[src/rtl/led_trail_driver.sv]
// rtl/led_trail_driver.sv - Position-to-LED driver with PWM comet trail.
// Macro LED_TRAIL_EN enables the fading trail; otherwise only the head LED is lit.
module led_trail_driver #(
  parameter int NUM_LEDS = 16,
  parameter int PWM_BITS = 4,
  parameter int DECAY    = 1
) (
  input  logic                clk,
  input  logic                rst,
  input  logic                enable,
  input  logic                blank,
  input  logic [7:0]          pos,
  input  logic [7:0]          max,
  output logic [NUM_LEDS-1:0] led,
  output logic [7:0]          head,
  output logic                frame_tick,
  output logic                pos_err
);

  localparam logic [PWM_BITS-1:0] FULL = '1;

  if (NUM_LEDS < 2 || NUM_LEDS > 256 || PWM_BITS < 1 || DECAY < 0) begin : g_bad_param
    $error("led_trail_driver: illegal parameter value");
  end

  logic [PWM_BITS-1:0] pwm_cnt;
  logic                head_valid;
  logic                pos_ok;

  // Nine-bit compare so NUM_LEDS = 256 accepts every 8-bit position.
  assign pos_ok = ({1'b0, pos} < 9'(NUM_LEDS)) && (pos <= max);

  always_ff @(posedge clk) begin
    if (rst) begin
      head       <= '0;
      head_valid <= 1'b0;
      pos_err    <= 1'b0;
      pwm_cnt    <= '0;
      frame_tick <= 1'b0;
    end else begin
      if (pos_ok) begin
        head       <= pos;
        head_valid <= 1'b1;
        pos_err    <= 1'b0;
      end else begin
        pos_err    <= 1'b1;
      end
      if (enable) pwm_cnt <= pwm_cnt + 1'b1;
      frame_tick <= enable && (pwm_cnt == FULL);
    end
  end

`ifdef LED_TRAIL_EN
  logic [PWM_BITS-1:0] bright [NUM_LEDS];

  // The registered head is both refreshed and excluded from decay, so a
  // departing head keeps full brightness until the first tick after it leaves.
  always_ff @(posedge clk) begin
    if (rst) begin
      for (int i = 0; i < NUM_LEDS; i++) bright[i] <= '0;
    end else begin
      for (int i = 0; i < NUM_LEDS; i++) begin
        if (head_valid && head == 8'(i))
          bright[i] <= FULL;
        else if (frame_tick && enable)
          bright[i] <= (int'(bright[i]) > DECAY) ? bright[i] - PWM_BITS'(DECAY) : '0;
      end
    end
  end

  always_ff @(posedge clk) begin
    if (rst) begin
      led <= '0;
    end else begin
      for (int i = 0; i < NUM_LEDS; i++)
        led[i] <= ~blank & (bright[i] > pwm_cnt);
    end
  end
`else
  always_ff @(posedge clk) begin
    if (rst) begin
      led <= '0;
    end else begin
      for (int i = 0; i < NUM_LEDS; i++)
        led[i] <= ~blank & head_valid & (head == 8'(i)) & (pwm_cnt != FULL);
    end
  end
`endif

endmodule

[config.mk]
export PLATFORM = sky130hd
export DESIGN_NAME = led_trail_driver
export DESIGN_NICKNAME = d
export VERILOG_FILES = /design/src/rtl/led_trail_driver.sv
export SDC_FILE = /design/constraint.sdc
export NUM_CORES = 1
export LEC_CHECK = 0
export CORE_UTILIZATION = 40
export DETAILED_ROUTE_END_ITERATION = 8
export HOLD_SLACK_MARGIN = 0.12
export PLACE_DENSITY = 0.74
export SYNTH_ARGS = -nofsm -noshare
export SYNTH_HDL_FRONTEND = slang
export SYNTH_SLANG_ARGS = --single-unit
[constraint.sdc]
create_clock -name clk -period 2.9 [get_ports clk]
set_clock_uncertainty 0.15 [all_clocks]
set_input_delay 0.435 -clock clk [delete_from_list [all_inputs] [get_ports clk]]
set_output_delay 0.435 -clock clk [all_outputs]
set_load 0.05 [all_outputs]
== Word-level counts from Yosys, hierarchy flattened ==
Index checks and enable logic that the tools add are counted.
W data, S select, Z words.
Storage, ports and cells
  word-level logic and storage cells: 64
  register bits after elaboration: 31
  output and inout bits: 26
  input bits: 20
Operators by class
  reduce and logical (&&, ||, !) cells: 3
  equal/unequal tests: 17
  bitwise gates (word level): 34
  multiplexer cells: 1
  add/subtract/negate cells: 1
  order comparisons: 2
Operator list (count)
  $eq A8 B4 Y1 const B: 8
  $and A1 B1 Y1: 33
  $eq A8 B3 Y1 const B: 4
  $eq A8 B2 Y1 const B: 2
  $eq A8 B1 Y1 const B: 1
  $le A8 B8 Y1: 1
  $logic_not A8 Y1: 1
  $lt A8 B5 Y1 const B: 1
  $add A4 B1 Y4 const B: 1
  $eq A4 B4 Y1 const B: 1
  $ne A4 B4 Y1 const B: 1
  $logic_and A1 B1 Y1: 2
  $mux W1: 1
  $not A1 Y1: 1

== Logic depth before layout (Yosys ltp) ==
Gate-level depths: netlist of the first run.
  depth after elaboration: 4
  mapped depth: 7
  mapped depth without buffers: 7

== Worst setup path before layout of the first run ==
OpenSTA, ideal clock, no wires.
  path kind: in2reg
  start: in max[7]
  end: reg head[0]
  arrival: 1.670 ns
  path buffers: 0
  library setup time: 0.071 ns
  required time: 2.679 ns
  stages on the path: 7
  slack: 1.009 ns
  cells stage by stage: inv_1 > ha_1 > a21oi_1 > o21ai_0 > o21a_1 > or4_1 > a21oi_1
On the way
  longest elaborated chain between the ends: 2
Ends and longest elaborated chain
  start: declaration: line 13  | input logic [7:0] max,
  $le A8 B8 Y1: line 31  | assign pos_ok = ({1'b0, pos} < 9'(NUM_LEDS)) && (pos <= max);
  $logic_and A1 B1 Y1: line 31
  end signal: assignment: line 42  | head <= pos;
  end: declaration: line 15  | output logic [7:0] head,
No other way between the ends.
A chain may end at the register's enable or synchronous reset.

== Worst setup path after layout of the first run ==
  start: reg head[2]
  end: out head[2]
No word-level cell between the ends.

==> metrics.csv, run 1 <==
stage;metric;value;unit
cells_and_area;regArea;620.6;um^2
cells_and_area;fin_nets;203;
floorplan;core_area;2805;um^2
global_route;grt_start_max_net_pins;19;
cts;clockBufferDepth;2;
worst_setup_path;cp_slowest_cell;clkdlybuf4s50_1;
drt;drt-total-wl;2563;um
cts;h-tree-depth;2;
logic_synthesis;synth.distinct_cells;28;
cts;cts_resized;0;
logic_synthesis;syn_nets;152;
power_and_ir_drop;p_per_area;487.6;nW/um^2
power_and_ir_drop;total_leakage_power;0.0006901;uW
drt;met2WireLength;1390;um
worst_setup_path;crit_required;2320;ps
sta;slew_viol_final;0;
logic_synthesis;ys_top_cells_by_area;dfxtp_1 (51%), ha_1 (9.3%), nor2_1 (5.6%);
cells_and_area;stdcell_area;1782;um^2
min_path;min_path_type;reg2reg;
sta;fin_crit_sh;77.87;%
placement;dp_slack;361.6;ps
sta;max_freq;442.8;MHz
drt;initialDrtViolationCount;20;
sta;slew_headroom;65.03;%
cts;clkSlewWorstSetupHoldPaths;90;ps
placement;place_area;1695;um^2
floorplan;dieArea;3239;um^2
drt;wl_met1;963;um
global_route;gr-total-overflow;0;
worst_setup_path;critPathBufInv;1;
floorplan;start_util;43.00;%
cts;post_cts_buffers;0;
cells_and_area;fillCellCount;266;
cts;clock_latency;320;ps
cts;root_buffer;clkbuf_4;
floorplan;die_w;56.91;um
drt;vias;1028;
global_route;grt_pass1_vias;1090;
floorplan;die_h;56.91;um
logic_synthesis;avgSynthCellArea;9.806;um^2
sta;fin_ws;641.7;ps
logic_synthesis;synth_seq_cells;31;
logic_synthesis;syn_area;1206;um^2
run_status;violations;DRC;
worst_setup_path;worstPathArrival;1670;ps
worst_setup_path;end_kind;output port;
worst_setup_path;cp_top_family;buffers and inverters;
global_route;grt_pass1_wl;4540;um
drt;route.met3.wl;154;um
floorplan;pin_count;46;
worst_setup_path;cp_max_fo;9;
cells_and_area;n_antenna_cell;0;
drt;drc_errors;10;
global_route;antenna_found_initial;0;
sta;setup_viol;0;
worst_setup_path;max_stage_delay;870;ps
drt;first_pass_iters;5;
worst_setup_path;path_cells;clkdlybuf4s50_1;
worst_setup_path;worstSetupPathType;reg2out;
worst_setup_path;start_kind;flop;
floorplan;num_rows;19;
cts;cts_tree;done;
sta;fin_setup_tns;0;ps
drt;ant_nets;0;
flow_run;drv_cap;0;
logic_synthesis;synth_top_area_share;51.45;%
drt;wl_per_cell;12.44;um
cts;cts_sinks;31;
run_status;outcome;complete, but fails checks;
cells_and_area;final_core_util;63.51;%
cells_and_area;area_growth;47.72;%
placement;io_buffers;45;
logic_synthesis;synth_warnings;0;
cts;cts_buffers;5;
global_route;grt_use_total;18.46;%
placement;globalplace.congestion;0.7655;
cells_and_area;finalNonFillerCells;206;
power_and_ir_drop;irDropWorstVdd;0.2189;mV
drt;top_layer_used;met4;
placement;dp.cells;198;
sta;finalHoldViolCount;0;
sta;rsz0062_at_grt;no;
cells_and_area;layout-drive-gt1-share;6.857;%
logic_synthesis;synth_top_cell_by_area;dfxtp_1;
sta;tightest_slew;522.9;ps
logic_synthesis;syn_inst;123;
placement;dp_hpwl;2100;um
cells_and_area;multi_input_area;548.0;um^2
sta;fin_crit;2258;ps
drt;vias_per_cell;4.990;
logic_synthesis;yosysSeqAreaShare;51.45;%
cts;hold_buffers;0;
==> registers in the layout, summed over array words and instances (netlist names) <==
| signal | flops |
|---|---|
| pwm_cnt | 4 |
| led | 16 |
| head_valid | 1 |
| pos_err | 1 |
| frame_tick | 1 |
| head | 8 |
==> per-layer routing <==
layer,up-vias,global-route usage [%]
li1,518,-
met1,461,17.53
met2,42,36.30
met3,7,4.378
met4,0,9.059
met5,-,0
==> cell families (layout without fill, tap and decap cells) <==
group	count (synthesis)	count (layout)	synth area share, %
AND/OR/NAND/NOR	56	56	25.42
flip-flops	31	31	51.45
AO/OA/AOI/OAI	10	10	5.187
buffers and inverters	10	62	3.112
adder cells (fa/ha/maj)	9	9	9.336
multiplexers	4	4	3.320
XOR/XNOR	3	3	2.179
==> path summary, 6_finish.rpt <==
| check | from | end | slack [ps] | cells after the start |
|---|---|---|---|---|
| max | head[2] | head[2] | 640 | 1 |
| max reg2reg | head[5] | led[0] | 1230 | 4 |
| min | head_valid | head_valid | 340 | 1 |
| min reg2reg | head_valid | head_valid | 340 | 1 |
==> cell usage after synthesis <==
cell type / n
inv_1: 8
o31ai_1: 1
o21a_1: 1
nor3b_1: 5
ha_1: 9
nor2_1: 18
clkbuf_1: 2
nor2b_1: 1
o211ai_1: 1
nand3b_1: 1
or3_1: 1
nand4_1: 3
a21oi_1: 5
o21ba_2: 1
nor3_1: 5
nand3_1: 3
mux2i_1: 4
dfxtp_1: 31
and3_1: 1
nor4_1: 1
o21ai_0: 1
or4_1: 1
xor2_1: 2
nor3_4: 1
nand2_1: 5
nand2b_1: 9
xnor2_1: 1
or4_4: 1
==> stage by stage <==
stage          hold slack, ps  power (uW)
2_1_floorplan           295.1       490.3
3_3_place_gp            308.5       528.1
3_5_place_dp            319.0       533.9
4_1_cts                 340.7       872.7
5_1_grt                 364.4       906.3
6_report                338.0       868.8
==> layout by cell type, fill, tap and decap left out, types with 3 or more instances in the layout <==
cell,synthesis,routed
ha_1,9,9
a21oi_1,5,5
mux2i_1,4,4
inv_1,8,8
nor3_1,5,5
nand3_1,3,3
clkdlybuf4s50_1,0,45
clkbuf_4,0,5
nand4_1,3,3
nor3b_1,5,5
nand2_1,5,5
dfxtp_1,31,31
nand2b_1,9,9
nor2_1,18,18
==> power breakdown <==
part / internal [uW] / total [uW] / switching [uW]
clock: 204 / 345 / 141
combinational: 47.7 / 88.0 / 40.3
sequential: 431 / 436 / 4.97
total: 682 / 869 / 187
==> layout make-up <==
class | count | share of cell area, %
multi-input cells | 82 | 30.76
well taps | 31 | 2.177
inverters | 8 | 1.685
clock inverters | 2 | 1.966
repair buffers | 46 | 25.70
flip-flops and latches | 31 | 34.83
clock buffers | 6 | 2.879
(Power assumes the default switching activity.)
==> run 2: changes to the inputs <==
Settings changed: CORE_UTILIZATION 40 to 38.
Clock period 2.9 ns to 1.9 ns, I/O delays scaled along.
==> run 2 against run 1 <==
  * The run now ends clean
  * Routed wire length decreased by 1.6%
  * Final cell count increased by 8.7%
  * Design area increased by 4.7%
  * Worst hold slack got worse by 110 ps
  * Largest power group unchanged
==> metrics.csv, run 2 (synthesis gave the netlist of run 1 again) <==
stage;metric;value;unit
run_status;outcome;finished, final reports clean;
floorplan;core_area;3028;um^2
flow_run;drv_cap;0;
cts;cts_sinks;31;
cells_and_area;fin_nets;209;
worst_setup_path;cp_max_fo;1;
cts;clock_latency;320;ps
worst_setup_path;path_cells;clkdlybuf4s50_1;
sta;max_freq;535.3;MHz
worst_setup_path;max_stage_delay;790;ps
sta;tightest_slew;517.7;ps
drt;vias_per_cell;4.701;
drt;drt-total-wl;2523;um
drt;ant_nets;0;
placement;place_area;1707;um^2
power_and_ir_drop;p_per_area;636.3;nW/um^2
cells_and_area;top_regs;led x16, head x8, pwm_cnt x4;
worst_setup_path;crit_required;1460;ps
floorplan;start_util;39.83;%
cells_and_area;multi_input_area;609.3;um^2
floorplan;num_rows;20;
min_path;min_path_type;in2reg;
sta;slew_viol_final;0;
cells_and_area;finalNonFillerCells;224;
global_route;gr-total-overflow;0;
drt;vias;1053;
worst_setup_path;end_kind;output port;
cts;hold_buffers;0;
cts;cts_buffers;5;
drt;drc_errors;0;
sta;fin_crit_sh;98.32;%
worst_setup_path;cp_top_family;buffers and inverters;
sta;slew_headroom;65.43;%
floorplan;pin_count;46;
floorplan;die_h;58.34;um
sta;fin_ws;31.96;ps
power_and_ir_drop;total_leakage_power;0.0009540;uW
sta;setup_viol;0;
placement;dp_slack;-437.4;ps
cts;clockBufferDepth;2;
cells_and_area;area_growth;54.67;%
global_route;grt_pass1_vias;998;
worst_setup_path;worstSetupPathType;reg2out;
floorplan;die_w;58.34;um
cells_and_area;largest_reg_flops;16;
placement;dp_hpwl;1916;um
drt;first_pass_iters;4;
cells_and_area;final_core_util;61.61;%
sta;fin_crit;1868;ps
cells_and_area;top_register;led;
cells_and_area;regArea;620.6;um^2
cells_and_area;stdcell_area;1866;um^2
drt;wl_per_cell;11.26;um
cts;cts_tree;done;
cells_and_area;layout-drive-gt1-share;20.56;%
cells_and_area;layout_commonest_cell;dfxtp_1;
global_route;grt_use_total;16.09;%
cts;root_buffer;clkbuf_4;
power_and_ir_drop;irDropWorstVdd;0.2515;mV
global_route;antenna_found_initial;0;
worst_setup_path;critPathBufInv;1;
sta;finalHoldViolCount;0;
global_route;grt_pass1_wl;4029;um
cells_and_area;fillCellCount;263;
worst_setup_path;start_kind;flop;
floorplan;dieArea;3404;um^2
placement;dp.cells;213;
cts;h-tree-depth;2;
placement;globalplace.congestion;0.7445;
worst_setup_path;cp_slowest_cell;clkdlybuf4s50_1;
cells_and_area;n_antenna_cell;0;
placement;io_buffers;45;
worst_setup_path;worstPathArrival;1430;ps
global_route;grt_start_max_net_pins;19;
drt;initialDrtViolationCount;30;
cts;clkSlewWorstSetupHoldPaths;90;ps
cells_and_area;mostFrequentLayoutCells;dfxtp_1 (31), nor2_1 (18), dlygate4sd2_1 (15), buf_4 (15), dlymetal6s2s_1 (12);
sta;rsz0062_at_grt;no;
run 2: metrics by stage:
| stage | setup TNS, ps | power [uW] | hold slack, ps |
|---|---|---|---|
| floorplan | 0 | 748.4 | 282.6 |
| global placement | -3317 | 810.8 | 309.5 |
| detailed placement | -3858 | 815.6 | 317.3 |
| CTS | 0 | 1195 | 220.8 |
| global route | 0 | 1240 | 245.5 |
| finish | 0 | 1187 | 227.6 |
run 2: report_power, final:
| part | switching (uW) | internal (uW) | leakage (uW) |
|---|---|---|---|
| sequential | 7.43 | 657 | 0.000251 |
| clock | 205 | 171 | 0.0000341 |
| combinational | 69.2 | 76.8 | 0.000669 |
run 2: worst paths after layout:
kind              depth (start not counted)          to  startpoint  slack [ps]
setup / recovery                          1      led[0]      led[0]          30
hold / removal                            3     head[2]      pos[2]         230
setup reg to reg                          4      led[0]     head[5]         300
hold reg to reg                           2  frame_tick  pwm_cnt[3]         330
run 2: what timing repair did:
action | CTS | global route
resized for setup | 26 | 14
buffers inserted | 3 | 1
endpoints found under the setup margin | 9 | 14
pin swaps | 10 | 4
run 2: layer usage:
layer	routed length [um]	GRT usage, %
met2	1325	30.21
met3	150	4.615
met1	979	14.92
met4	68	10.88
met5	0	0
run 2: area by class of cell:
class | count | area share [%]
well taps | 44 | 2.951
clock inverters | 1 | 0.2683
inverters | 8 | 1.610
clock buffers | 6 | 2.750
repair buffers | 52 | 26.49
flip-flops and latches | 31 | 33.27
multi-input cells | 82 | 32.66
==> run 3: changes to the inputs <==
Settings changed: CELL_PAD_IN_SITES_DETAIL_PLACEMENT set to 1, CELL_PAD_IN_SITES_GLOBAL_PLACEMENT set to 1, CORE_MARGIN set to 2, CORE_UTILIZATION 38 to 28, PLACE_DENSITY 0.74 to not set, PLACE_DENSITY_LB_ADDON set to 0.1.
==> run 3 against run 2 <==
  * Final cell count up 5.8%
  * Power rose by 11%
  * Sequential share of layout area fell by 1.7 points
  * Critical path depth is 9 higher
  * Via count up 1.9%
  * Critical endpoint is now head[7]
  * Worst hold slack gained 58 ps
  * Die area is 42% higher
  * Combinational power is 14% higher
  * Core utilization fell by 13 points
  * Non-clock buffer count is 6 higher
==> metrics.csv, run 3 (synthesis gave the netlist of run 1 again) <==
stage;metric;value;unit
cells_and_area;finalNonFillerCells;237;
flow_run;drv_cap;0;
cts;h-tree-depth;2;
worst_setup_path;end_kind;flop;
drt;top_layer_used;met4;
cells_and_area;n_antenna_cell;0;
drt;wl_per_cell;12.97;um
drt;drt-total-wl;3074;um
power_and_ir_drop;irDropWorstVdd;0.2678;mV
sta;max_freq;538.5;MHz
floorplan;start_util;29.52;%
cells_and_area;final_core_util;48.13;%
floorplan;pin_count;46;
cells_and_area;top_register;led;
placement;io_buffers;45;
drt;met2WireLength;1668;um
drt;vias_per_cell;4.527;
placement;dp.cells;224;
cts;root_buffer;clkbuf_8;
min_path;hold_depth;4;
placement;dp_slack;-456.5;ps
global_route;grt_pass1_vias;1120;
cts;clkSlewWorstSetupHoldPaths;70;ps
cts;clock_latency;280;ps
drt;drc_errors;0;
sta;finalHoldViolCount;0;
global_route;gr-total-overflow;0;
cts;cts_tree;done;
cells_and_area;layout-drive-gt1-share;29.95;%
power_and_ir_drop;p_per_area;669.7;nW/um^2
cells_and_area;fillCellCount;456;
worst_setup_path;crit_path_start;pos[6];
sta;tightest_slew;508.6;ps
sta;fin_ws;42.98;ps
cells_and_area;regArea;620.6;um^2
power_and_ir_drop;total_leakage_power;0.0007992;uW
sta;rsz0062_at_grt;yes;
min_path;hold_path.startpoint;pos[1];
min_path;min_path_type;in2reg;
cts;cts_buffers;5;
drt;vias;1073;
cells_and_area;top_regs;led x16, head x8, pwm_cnt x4;
cells_and_area;mostFrequentLayoutCells;dfxtp_1 (31), buf_4 (22), nor2_1 (18), clkdlybuf4s50_1 (17), dlygate4sd2_1 (14);
drt;route.met3.wl;147;um
power_and_ir_drop;power;1317;uW
min_path;hold_end;head[1];
worst_setup_path;start_kind;primary input;
sta;fin_crit_sh;97.74;%
sta;setup_viol;0;
drt;first_pass_iters;2;
worst_setup_path;r2r_slack;190;ps
cts;cts_sinks;31;
global_route;grt_use_total;13.06;%
floorplan;core_area;4086;um^2
cells_and_area;multi_input_area;645.6;um^2
floorplan;die_w;69.64;um
sta;slew_viol_final;0;
cells_and_area;largest_reg_flops;16;
floorplan;die_h;69.64;um
worst_setup_path;reg2reg_to;led[0];
worst_setup_path;worstSetupPathType;in2reg;
placement;globalplace.congestion;0.7170;
sta;fin_crit;1857;ps
cells_and_area;fin_nets;215;
drt;ant_nets;0;
drt;wl_met1;1188;um
worst_setup_path;worstPathArrival;1910;ps
sta;slew_headroom;65.99;%
global_route;antenna_found_initial;0;
worst_setup_path;rr_worst_depth;4;
worst_setup_path;crit_required;1950;ps
worst_setup_path;cp_max_fo;4;
run_status;outcome;finished, final reports clean;
worst_setup_path;r2r_start;head[5];
floorplan;dieArea;4849;um^2
floorplan;num_rows;23;
global_route;grt_start_max_net_pins;19;
cells_and_area;layout_commonest_cell;dfxtp_1;
cts;clockBufferDepth;2;
cells_and_area;area_growth;63.07;%
global_route;grt_pass1_wl;4954;um
placement;dp_hpwl;2245;um
drt;initialDrtViolationCount;23;
-- run 3: changes by cell type in the layout (fill, tap and decap cells not counted), sizes merged --
| cell | change |
|---|---|
| clkdlybuf4s50 | +7 |
| clkinv | +2 |
| dlymetal6s2s | -12 |
| clkbuf | +2 |
| buf | +9 |
| dlygate4sd2 | -1 |
-- run 3: what timing repair did --
item                                    in CTS  in global routing
endpoints found under the setup margin       9                  2
resized for setup                           31                  9
cloned                                       0                  1
hold buffers                                 0                  0
buffers inserted                             3                  1
pin swaps                                   11                  4
-- run 3: how the worst max path moves through the flow --
stage | end | depth (start not counted)
after floorplan | head[0] | 7
after CTS | head[0] | 7
after global placement | head[0] | 8
final | head[7] | 10
after global routing | head[7] | 10
after detailed placement | head[4] | 9
-- run 3: power by group --
part	switching (uW)	internal, uW	leakage, uW	total (uW)
logic	78.1	88.4	0.000501	166
clock network	235	250	0.0000477	485
registers	7.62	658	0.000251	666
-- run 3: through the flow --
| step | setup TNS [ps] | cell area, um^2 | hold WS, ps |
|---|---|---|---|
| floorplan | 0 | 1206 | 282.6 |
| global placement | -3211 | 1754 | 307.3 |
| detailed placement | -4067 | 1754 | 319.0 |
| CTS | 0 | 1923 | 334.8 |
| global route | -9.213 | 1967 | 283.9 |
| finish | 0 | 1967 | 286.0 |
-- run 3: worst max-delay path: stages --
cell	delay, ps
dlygate4sd2_1	270
ha_4	270
nand4_1	130
nand2b_1	200
a21oi_2	120
buf_4	140
nor3_4	50
buf_6	120
clkbuf_16	130
nor3b_1	180
-- run 3: per-layer routing --
layer,vias to the layer above,GRT usage (%)
met1,486,13.68
met3,7,2.762
li1,540,-
met2,40,23.72
met5,-,0
met4,0,7.906
-- run 3: final cells by class --
type / count / area share, %
Inverter: 8 / 1.527
Clock inverter: 3 / 0.7634
Clock buffer: 5 / 3.499
Tap cell: 50 / 3.181
Sequential cell: 31 / 31.55
Multi-Input combinational cell: 82 / 32.82
Timing Repair Buffer: 58 / 26.65
